<file path="src/rtl/lcd_timing_ctrl.sv">
// Dot/line timing generator: prescaler, dot/LY counters, LCD mode, drawline strobe, VBlank/STAT requests.
// Optional STAT interrupt edge logic is built only when LCD_STAT_IRQ_EN is defined.
module lcd_timing_ctrl #(
  parameter int CLKS_PER_DOT  = 1,
  parameter int DOTS_PER_LINE = 456,
  parameter int OAM_DOTS      = 80,
  parameter int XFER_DOTS     = 172,
  parameter int VISIBLE_LINES = 144,
  parameter int TOTAL_LINES   = 154
) (
  input  logic       clk,
  input  logic       reset,
  input  logic       lcd_enable,
  input  logic [7:0] lyc,
  input  logic [3:0] stat_sel,
  output logic       drawline,
  output logic       frame_start,
  output logic [7:0] ly,
  output logic [1:0] mode,
  output logic       lyc_match,
  output logic       vblank_irq,
  output logic       stat_irq
);

  localparam int PW = (CLKS_PER_DOT > 1) ? $clog2(CLKS_PER_DOT) : 1;

  localparam logic [PW-1:0] PRE_LAST = PW'(CLKS_PER_DOT - 1);
  localparam logic [8:0]    DOT_LAST = 9'(DOTS_PER_LINE - 1);
  localparam logic [8:0]    OAM_END  = 9'(OAM_DOTS);
  localparam logic [8:0]    XFER_END = 9'(OAM_DOTS + XFER_DOTS);
  localparam logic [7:0]    LY_LAST  = 8'(TOTAL_LINES - 1);
  localparam logic [7:0]    VIS_END  = 8'(VISIBLE_LINES);

  localparam logic [1:0] MODE_HBLANK = 2'd0;
  localparam logic [1:0] MODE_VBLANK = 2'd1;
  localparam logic [1:0] MODE_OAM    = 2'd2;
  localparam logic [1:0] MODE_XFER   = 2'd3;

  logic [PW-1:0] presc_q, presc_d;
  logic [8:0]    dot_q, dot_d;
  logic [7:0]    ly_q, ly_d;
  logic [1:0]    mode_q, mode_d;
  logic          en_q;
  logic          lyc_match_q, lyc_match_d;
  logic          drawline_q, drawline_d;
  logic          frame_start_q, frame_start_d;
  logic          vblank_q, vblank_d;
  logic          dot_tick;
  logic          lcd_start;

  // en_q is the enable seen last clock; a 0->1 step restarts the frame at (0,0).
  assign lcd_start = lcd_enable && !en_q;

  always_comb begin
    presc_d  = presc_q;
    dot_d    = dot_q;
    ly_d     = ly_q;
    dot_tick = 1'b0;
    if (!lcd_enable) begin
      presc_d = '0;
      dot_d   = '0;
      ly_d    = '0;
    end else if (en_q) begin
      if (presc_q == PRE_LAST) begin
        presc_d  = '0;
        dot_tick = 1'b1;
        if (dot_q == DOT_LAST) begin
          dot_d = '0;
          ly_d  = (ly_q == LY_LAST) ? 8'd0 : ly_q + 8'd1;
        end else begin
          dot_d = dot_q + 9'd1;
        end
      end else begin
        presc_d = presc_q + PW'(1);
      end
    end
  end

  always_comb begin
    mode_d = MODE_HBLANK;
    if (lcd_enable) begin
      if (ly_d >= VIS_END)       mode_d = MODE_VBLANK;
      else if (dot_d < OAM_END)  mode_d = MODE_OAM;
      else if (dot_d < XFER_END) mode_d = MODE_XFER;
      else                       mode_d = MODE_HBLANK;
    end
  end

  assign drawline_d    = dot_tick && (dot_d == OAM_END) && (ly_d < VIS_END);
  assign frame_start_d = lcd_start || (dot_tick && (dot_d == 9'd0) && (ly_d == 8'd0));
  assign vblank_d      = dot_tick && (dot_d == 9'd0) && (ly_d == VIS_END);
  assign lyc_match_d   = (ly_q == lyc);

  always_ff @(posedge clk) begin
    if (reset) begin
      presc_q       <= '0;
      dot_q         <= '0;
      ly_q          <= '0;
      mode_q        <= MODE_HBLANK;
      en_q          <= 1'b0;
      lyc_match_q   <= 1'b0;
      drawline_q    <= 1'b0;
      frame_start_q <= 1'b0;
      vblank_q      <= 1'b0;
    end else begin
      presc_q       <= presc_d;
      dot_q         <= dot_d;
      ly_q          <= ly_d;
      mode_q        <= mode_d;
      en_q          <= lcd_enable;
      lyc_match_q   <= lyc_match_d;
      drawline_q    <= drawline_d;
      frame_start_q <= frame_start_d;
      vblank_q      <= vblank_d;
    end
  end

`ifdef LCD_STAT_IRQ_EN
  logic stat_line;
  logic stat_line_q;
  logic stat_irq_q;

  // Sources are ORed so overlapping conditions keep the line high and block a second request.
  assign stat_line = en_q && ((stat_sel[3] && lyc_match_q) ||
                              (stat_sel[2] && (mode_q == MODE_OAM)) ||
                              (stat_sel[1] && (mode_q == MODE_VBLANK)) ||
                              (stat_sel[0] && (mode_q == MODE_HBLANK)));

  always_ff @(posedge clk) begin
    if (reset) begin
      stat_line_q <= 1'b0;
      stat_irq_q  <= 1'b0;
    end else begin
      stat_line_q <= stat_line;
      stat_irq_q  <= lcd_enable && stat_line && !stat_line_q;
    end
  end

  assign stat_irq = stat_irq_q;
`else
  logic unused_stat_sel;
  assign unused_stat_sel = ^stat_sel;
  assign stat_irq        = 1'b0;
`endif

  assign drawline    = drawline_q;
  assign frame_start = frame_start_q;
  assign ly          = ly_q;
  assign mode        = mode_q;
  assign lyc_match   = lyc_match_q;
  assign vblank_irq  = vblank_q;

endmodule

</file>
<file path="config.mk">
export PLATFORM = sky130hd
export DESIGN_NAME = lcd_timing_ctrl
export DESIGN_NICKNAME = d
export VERILOG_FILES = /design/src/rtl/lcd_timing_ctrl.sv
export SDC_FILE = /design/constraint.sdc
export NUM_CORES = 1
export LEC_CHECK = 0
export CORE_ASPECT_RATIO = 1.25
export CORE_MARGIN = 5
export CORE_UTILIZATION = 40
export DETAILED_ROUTE_END_ITERATION = 10
export PLACE_DENSITY = 0.62
export SLEW_MARGIN = 15
export SYNTH_ARGS = -nofsm -noshare
export SYNTH_HDL_FRONTEND = slang
export SYNTH_SLANG_ARGS = --single-unit
</file>
<file path="constraint.sdc">
create_clock -name clk -period 2.3 [get_ports clk]
set_input_delay 0.46 -clock clk [delete_from_list [all_inputs] [get_ports clk]]
set_output_delay 0.46 -clock clk [all_outputs]
set_load 0.05 [all_outputs]
</file>
Word-level counts from Yosys, hierarchy flattened
Cells that the tools add are included.
Word-level totals
  flip-flop bits (word level): 25
  input bits: 15
  output and inout port bits: 15
  word-level logic and storage cells: 51
Cells by class
  add/sub/neg operators: 3
  magnitude comparators: 4
  equal/unequal tests: 5
  mux-type cells: 16
  bitwise logic cells: 1
  reduce and logical (&&, ||, !) cells: 12
Operators with widths (number)
  8-bit 2-to-1 mux: 5
  9-bit 2-to-1 mux: 4
  8-bit equality test, second input constant: 2
  9-bit by 1-bit adder with 9-bit output, second input constant: 1
  9-bit by 7-bit equality test with 1-bit output, second input constant: 1
  9-bit equality test, second input constant: 1
  9-bit logical NOT: 1
  9-bit by 7-bit less-than comparator with 1-bit output, second input constant: 1
  9-bit by 8-bit less-than comparator with 1-bit output, second input constant: 1
  8-bit by 1-bit adder with 8-bit output, second input constant: 1
  8-bit equality test: 1
  8-bit >= comparator, second input constant: 1
  8-bit logical NOT: 1
  8-bit less-than comparator, second input constant: 1
  1-bit logical AND: 6
  1-bit 2-to-1 mux: 5
  2-bit 2-to-1 mux: 2
  3-bit OR reduction: 1
  2-bit OR reduction: 1
  1-bit adder, second input constant: 1
  1-bit logical NOT: 1
  1-bit logical OR: 1
  1-bit inverter: 1

Longest topological paths before layout
Gate-level depths: netlist of the first run.
  depth after elaboration: 9
  depth in mapped cells: 9
  mapped depth without buffers: 9

Least setup slack after synthesis of the first run
Ideal clock, no wire load.
  path type: reg2reg
  start point: reg ly_q[1] (netlist: ly[1])
  end point: reg drawline_q (netlist: drawline)
  library setup time: 0.116 ns
  data arrival time: 2.001 ns
  data required time: 2.184 ns
  slack: 0.184 ns
  stages on the path, launching flop included: 9
  path buffers: 0
  cells stage by stage: dfxtp_1 -> inv_1 -> ha_1 -> nor3b_1 -> and2_1 -> o21ai_1 -> a31oi_2 -> a21o_1 -> and3_1
Between the ends
  word-level cells in the longest chain between the ends: 8
Ends and longest elaborated chain
  start: declaration: RTL line 41  | logic [7:0] ly_q, ly_d;
  start signal: assignment: RTL line 108  | ly_q <= ly_d;
  8-bit by 1-bit adder with 8-bit output / 8-bit equality test (equally long branches): RTL line 69  | ly_d = (ly_q == LY_LAST) ? 8'd0 : ly_q + 8'd1;
  8-bit 2-to-1 mux: RTL line 69
  8-bit 2-to-1 mux: RTL line 67  | if (dot_q == DOT_LAST) begin
  8-bit 2-to-1 mux: RTL line 64  | if (presc_q == PRE_LAST) begin
  8-bit 2-to-1 mux *: RTL line 63  | end else if (en_q) begin
  8-bit 2-to-1 mux *: RTL line 59  | if (!lcd_enable) begin
  8-bit less-than comparator *: RTL line 89  | assign drawline_d = dot_tick && (dot_d == OAM_END) && (ly_d < VIS_END);
  1-bit logical AND *: RTL line 89
  end signal: assignment: RTL line 112  | drawline_q <= drawline_d;
  end: declaration: RTL line 45  | logic drawline_q, drawline_d;
Every way passes the cells marked *; elsewhere a longest branch is shown, timed or not.
A chain may end at the register's enable or synchronous reset.

Final worst setup path of the first run
  start point: reg dot_q[2]
  end point: reg vblank_q (netlist: vblank_irq)
Between the ends
  word-level cells in the longest chain between the ends: 8
Ends and longest elaborated chain
  start: declaration: RTL line 40  | logic [8:0] dot_q, dot_d;
  start signal: assignment: RTL line 107  | dot_q <= dot_d;
  9-bit by 1-bit adder with 9-bit output / 9-bit equality test (equally long branches): RTL line 71, 67
  9-bit 2-to-1 mux: RTL line 67
  9-bit 2-to-1 mux: RTL line 64
  9-bit 2-to-1 mux: RTL line 63
  9-bit 2-to-1 mux: RTL line 59
  9-bit logical NOT: RTL line 91  | assign vblank_d = dot_tick && (dot_d == 9'd0) && (ly_d == VIS_END);
  1-bit logical AND: RTL line 91
  1-bit logical AND *: RTL line 91
  end signal: assignment: RTL line 114  | vblank_q <= vblank_d;
  end: declaration: RTL line 47  | logic vblank_q, vblank_d;
Marked as above.

==> impl_metrics.env, run 1 <==
export IMPL_grt_total_usage_pct=16.2
export IMPL_core_area_um2=3720
export IMPL_crit_slowest_cell="dfxtp_1"
export IMPL_rsz0062_at_grt="false"
export IMPL_ctsResizeCount=0
export IMPL_dr_wl_met3_um=153
export IMPL_yosysWarnings=0
export IMPL_post_drt_wl_per_cell_um=15.6
export IMPL_numCtsBuffers=3
export IMPL_arrival_ns=2.29
export IMPL_min_path_type="register to register"
export IMPL_portBuffers=24
export IMPL_synth_edff_count=0
export IMPL_clk_latency_ns=0.26
export IMPL_dr_pass1_iters=4
export IMPL_synth_area_um2=1510
export IMPL_path_max_fanout=9
export IMPL_finClkSkew_ns=0.00247
export IMPL_drcViolationCount=0
export IMPL_clkSinkCount=24
export IMPL_cp_end_kind="register"
export IMPL_detail_route_antenna_nets=0
export IMPL_syn2layout_area_growth_pct=24.0
export IMPL_ys_types=48
export IMPL_ys_seq_elements=24
export IMPL_vdd_ir_drop_max_uv=317
export IMPL_htree_levels=1
export IMPL_drt_met1_wl_mm=1.58
export IMPL_synthArstFlopShare_pct=0
export IMPL_drive_gt1_share_pct=12.3
export IMPL_yosys_area_top_type="dfxtp_1"
export IMPL_tns_ns=0
export IMPL_final_hold_viol_count=0
export IMPL_fmax_mhz=472
export IMPL_post_route_min_period_ns=2.12
export IMPL_worstSetupStartpoint="dot_q[2]$_SDFF_PP0_"
export IMPL_hpwl_mm=2.91
export IMPL_num_vias=1393
export IMPL_drt_iter0_markers=75
export IMPL_power_density_nw_per_um2=461
export IMPL_path_cells="nand2_1 > nor3_4 > mux2_1 > o211ai_1 > and4_1 > nand3_1 > nor4_1"
export IMPL_dieHeight_um=78.6
export IMPL_r2r_end="vblank_irq$_SDFF_PP0_"
export IMPL_synth_seq_area_share_pct=31.9
export IMPL_synth_most_common_cell="dfxtp_1"
export IMPL_rr_worst_depth=7
export IMPL_regToRegSetupSlack_ns=0.18
export IMPL_nets=222
export IMPL_rows=25
export IMPL_yosys_top_cells_area="dfxtp_1 32%, xnor2_1 6.4%, nor2_1 5.5%"
export IMPL_finalMaxSlewViolations=0
export IMPL_syn_mean_instance_area_um2=8.32
export IMPL_period_share_pct=92.2
export IMPL_setup_viol=0
export IMPL_synth_commonest_cells="24 x dfxtp_1, 22 x nor2_1, 13 x nand2_1"
export IMPL_post_cts_buffers=0
export IMPL_syn_nets=199
export IMPL_via_per_inst=5.73
export IMPL_nFillCells=356
export IMPL_worstSetupPathType="register to register"
export IMPL_grt_pass1_wl_mm=6.60
export IMPL_wl_met2_mm=1.97
export IMPL_netlist_area_leader_share_pct=31.9
export IMPL_gp_congestion=0.934
export IMPL_syn_inst=181
export IMPL_clock_path_buffers=2
export IMPL_power_w=0.000862
export IMPL_maxSlewHeadroom_pct=66.0
export IMPL_wirelength_mm=3.78
export IMPL_final_core_util_pct=50.2
export IMPL_ios=30
export IMPL_place_ws_ns=0.108
export IMPL_status="completed"
export IMPL_rr_startpoint="dot_q[2]$_SDFF_PP0_"
export IMPL_power_leakage_nw=0.642
export IMPL_place_inst=239
export IMPL_endpoint="vblank_irq$_SDFF_PP0_"
export IMPL_clkTransAtPathRegs_ns=0.09
export IMPL_die_w_um=64.9
export IMPL_antenna_found_initial=0
export IMPL_critical_path_max_stage_delay_ns=0.49
export IMPL_grt_ovfl_total=0
export IMPL_ys_flop_type="dfxtp_1"
export IMPL_tightestPinTransition_ns=0.508
export IMPL_grt_max_degree=15
export IMPL_grt_pass1_vias=1419
export IMPL_top_layer_used="met4"
export IMPL_finalWorstSetupSlack_ns=0.180
export IMPL_worst_setup_path_start_kind="register"
export IMPL_start_util_pct=40.5
export IMPL_stdcell_count=243
export IMPL_insertedDiodeCount=0
export IMPL_die_area_um2=5100
export IMPL_holdBufCountCts=0
export IMPL_cts_tree="yes"
export IMPL_crit_required_ns=2.47
export IMPL_cts_root_buf="clkbuf_8"
export IMPL_maxCapViolations=0
## kinds of logic after synthesis
| group | count (synthesis) | share of synthesized area, % |
|---|---|---|
| simple gates | 86 | 34.0 |
| xor+xnor | 16 | 9.30 |
| compound gates | 31 | 13.4 |
| buf+inv | 16 | 5.98 |
| mux | 4 | 2.74 |
| fa+ha+maj | 3 | 2.49 |
| flops | 24 | 31.9 |
| other cells | 1 | 0.249 |
## how the worst min path moves through the flow
stage	start	endpoint	slack, ns	cells after the start
final	dot_q[0]$_SDFF_PP0_	dot_q[0]$_SDFF_PP0_	0.61	2
after global routing	dot_q[0]$_SDFF_PP0_	dot_q[0]$_SDFF_PP0_	0.63	2
after CTS	dot_q[1]$_SDFF_PP0_	dot_q[1]$_SDFF_PP0_	0.59	2
after detailed placement	dot_q[1]$_SDFF_PP0_	dot_q[1]$_SDFF_PP0_	0.58	2
after global placement	dot_q[1]$_SDFF_PP0_	dot_q[1]$_SDFF_PP0_	0.55	2
after floorplan	dot_q[1]$_SDFF_PP0_	dot_q[1]$_SDFF_PP0_	0.53	2
## routing by layer
| layer | GRT usage [%] | vias up |
|---|---|---|
| met5 | 0 | - |
| met4 | 4.86 | 0 |
| met3 | 2.29 | 6 |
| met2 | 30.5 | 45 |
| met1 | 18.4 | 653 |
| li1 | - | 689 |
## cell usage in the layout (no fill, tap or decap), drive strengths merged, types with 3 or more instances in the layout
cell type      instances
clkdlybuf4s50         24
dfxtp                 24
nor2                  22
nand2                 13
xnor2                 11
nand3                 10
a21oi                  9
o21ai                  9
nand4                  7
buf                    6
and3                   6
nor4                   6
xor2                   5
inv                    4
nor3                   4
a21o                   3
nor2b                  3
mux2i                  3
clkbuf                 3
a31oi                  3
ha                     3
## worst max-delay path, delay by kind of cell (launching register included)
family | cells | cell delay (ns)
DFF | 1 | 0.49
and+or+nand+nor | 5 | 0.96
AOI/OAI and AO/OA | 1 | 0.22
muxes | 1 | 0.35
## flip-flops by register name, indices dropped and copies added, names as in the netlist
signal,cells
en_q,1
ly,8
dot_q,9
mode,2
vblank_irq,1
frame_start,1
lyc_match,1
drawline,1
## report_power, final
part | internal (W) | switching, W
sequential | 0.000419 | 0.00000272
combinational | 0.0000321 | 0.0000373
clock | 0.000232 | 0.000139
total | 0.000683 | 0.000179
## per-stage QoR
step	area (µm²)	hold slack (ns)
global placement	1770	0.551
finish	1870	0.607
CTS	1840	0.594
detailed placement	1770	0.581
global route	1870	0.633
floorplan	1510	0.526
## layout make-up
cell class | count | area (µm²) | area share [%]
Tap cell | 40 | 50.0 | 2.68
Inverter | 4 | 15.0 | 0.804
Sequential cell | 24 | 482 | 25.8
Timing Repair Buffer | 30 | 285 | 15.3
Clock inverter | 1 | 30.0 | 1.61
Multi-Input combinational cell | 141 | 965 | 51.6
Clock buffer | 3 | 41.3 | 2.21
No activity file was read; power rests on OpenSTA's default activity.
==> run 2, diff against run 1 <==
--- a/config.mk
+++ b/config.mk
@@ -10,6 +10,7 @@
 export CORE_UTILIZATION = 40
 export DETAILED_ROUTE_END_ITERATION = 10
 export PLACE_DENSITY = 0.62
+export RECOVER_POWER = 25
 export SLEW_MARGIN = 15
 export SYNTH_ARGS = -nofsm -noshare
 export SYNTH_HDL_FRONTEND = slang
==> impl_metrics.env, run 2 (synthesis gave the netlist of run 1 again) <==
export IMPL_status="completed"
export IMPL_arrival_ns=2.30
export IMPL_core_area_um2=3720
export IMPL_clock_path_buffers=2
export IMPL_die_w_um=64.9
export IMPL_worst_setup_path_start_kind="register"
export IMPL_min_path_type="register to register"
export IMPL_worstSetupPathType="register to register"
export IMPL_largest_register="dot_q"
export IMPL_mostFrequentLayoutCells="23 x dfxtp_1, 23 x clkdlybuf4s50_1, 22 x nor2_1"
export IMPL_start_util_pct=40.5
export IMPL_pwr_share_clk_pct=43.2
export IMPL_worst_hold_startpoint="dot_q[0]$_SDFF_PP0_"
export IMPL_sw_frac_of_total_pct=20.9
export IMPL_num_vias=1394
export IMPL_grt_ovfl_total=0
export IMPL_clkTransAtPathRegs_ns=0.09
export IMPL_p_int_w=0.000682
export IMPL_final_hold_viol_count=0
export IMPL_gp_congestion=0.934
export IMPL_portBuffers=24
export IMPL_antenna_found_initial=0
export IMPL_drcViolationCount=0
export IMPL_grt_max_degree=15
export IMPL_grt_pass1_wl_mm=6.60
export IMPL_worstSetupStartpoint="dot_q[2]$_SDFF_PP0_"
export IMPL_rsz0062_at_grt="false"
export IMPL_fin_area_um2=1860
export IMPL_drive_gt1_share_pct=11.8
export IMPL_clk_latency_ns=0.27
export IMPL_finClkSkew_ns=0.00314
export IMPL_nets=222
export IMPL_rr_startpoint="dot_q[2]$_SDFF_PP0_"
export IMPL_post_drt_wl_per_cell_um=15.7
export IMPL_via_per_inst=5.74
export IMPL_finalMaxSlewViolations=0
export IMPL_maxCapViolations=0
export IMPL_grt_total_usage_pct=16.2
export IMPL_cp_end_kind="register"
export IMPL_drt_iter0_markers=78
export IMPL_maxSlewHeadroom_pct=62.8
export IMPL_setup_viol=0
export IMPL_detail_route_antenna_nets=0
export IMPL_htree_levels=1
export IMPL_ios=30
export IMPL_crit_required_ns=2.48
export IMPL_place_area_um2=1770
export IMPL_dieHeight_um=78.6
export IMPL_switchingPower_w=0.000181
export IMPL_fmax_mhz=472
export IMPL_die_area_um2=5100
export IMPL_grt_pass1_vias=1419
export IMPL_final_core_util_pct=50.1
export IMPL_vdd_ir_drop_max_uv=319
export IMPL_post_route_min_period_ns=2.12
export IMPL_hpwl_mm=2.91
export IMPL_cts_root_buf="clkbuf_8"
export IMPL_period_share_pct=92.2
export IMPL_power_leakage_nw=0.639
export IMPL_tns_ns=0
export IMPL_dr_pass1_iters=4
export IMPL_seq_power_share_pct=48.8
export IMPL_insertedDiodeCount=0
export IMPL_largest_reg_flops=9
export IMPL_rows=25
export IMPL_nFillCells=356
export IMPL_clkSinkCount=24
export IMPL_wirelength_mm=3.80
export IMPL_combPwrFrac_pct=7.9
export IMPL_numCtsBuffers=3
export IMPL_path_max_fanout=9
export IMPL_cts_tree="yes"
export IMPL_tightestPinTransition_ns=0.558
export IMPL_power_density_nw_per_um2=463
export IMPL_syn2layout_area_growth_pct=23.8
[run 2: power by group through the flow]
stage | Combinational, W | Sequential (W) | Clock, W
2_1_floorplan | 0.0000308 | 0.000438 | 0
3_3_place_gp | 0.0000677 | 0.000430 | 0
4_1_cts | 0.0000696 | 0.000421 | 0.000379
6_report | 0.0000685 | 0.000422 | 0.000373
5_1_grt | 0.0000744 | 0.000422 | 0.000396
3_5_place_dp | 0.0000690 | 0.000431 | 0
[run 2: final timing paths]
kind	end	slack [ns]	depth (start not counted)
worst max-delay path	vblank_irq$_SDFF_PP0_	0.18	7
worst min-delay path	dot_q[0]$_SDFF_PP0_	0.61	2
worst max register to register	vblank_irq$_SDFF_PP0_	0.18	7
worst min register to register	dot_q[0]$_SDFF_PP0_	0.61	2
[run 2: final cells by class]
type / count / area [µm²] / share of cell area [%]
well taps: 40 / 50.0 / 2.68
flip-flops and latches: 24 / 482 / 25.8
repair buffers: 30 / 282 / 15.1
clock buffers: 3 / 41.3 / 2.21
multi-input cells: 141 / 965 / 51.7
clock inverters: 1 / 30.0 / 1.61
inverters: 4 / 15.0 / 0.805
[run 2: per-layer routing]
layer | share of wire, % | GRT usage (%) | up-vias
met4 | 1.9 | 4.86 | 0
met1 | 42 | 18.4 | 656
met2 | 53 | 30.5 | 42
li1 | - | - | 690
met3 | 3.8 | 2.29 | 6
met5 | 0 | 0 | -
[run 2: critical path: stages, from the launching register on]
cell	delay [ns]
dfxtp_1	0.49
nand2_1	0.16
nor3_4	0.27
mux2_1	0.35
o211ai_1	0.21
and4_1	0.28
nand3_1	0.09
nor4_1	0.17
[run 2: timing repair]
item | CTS | global route
hold buffers | 0 | 0
endpoints found under the setup margin | 0 | 5
buffers inserted | 0 | 0
endpoints found under the hold margin | 0 | 0
resized for setup | 0 | 6
[run 2: per-stage QoR]
step                worst slack (ns)  instances  hold WS [ns]  power, W
global placement               0.133        239         0.551  0.000498
CTS                           0.0940        243         0.594  0.000869
finish                         0.180        243         0.607  0.000863
floorplan                      0.184        181         0.526  0.000469
global route                 0.00616        243         0.633  0.000893
detailed placement             0.108        239         0.581  0.000500
==> run 3, diff against run 2 <==
--- a/config.mk
+++ b/config.mk
@@ -8,7 +8,9 @@
 export CORE_ASPECT_RATIO = 1.25
 export CORE_MARGIN = 5
 export CORE_UTILIZATION = 40
+export CTS_CLUSTER_SIZE = 8
 export DETAILED_ROUTE_END_ITERATION = 10
+export GPL_ROUTABILITY_DRIVEN = 1
 export PLACE_DENSITY = 0.62
 export RECOVER_POWER = 25
 export SLEW_MARGIN = 15
==> results of run 3 <==
The final DEF is identical to that of run 2; final timing and power are the same.
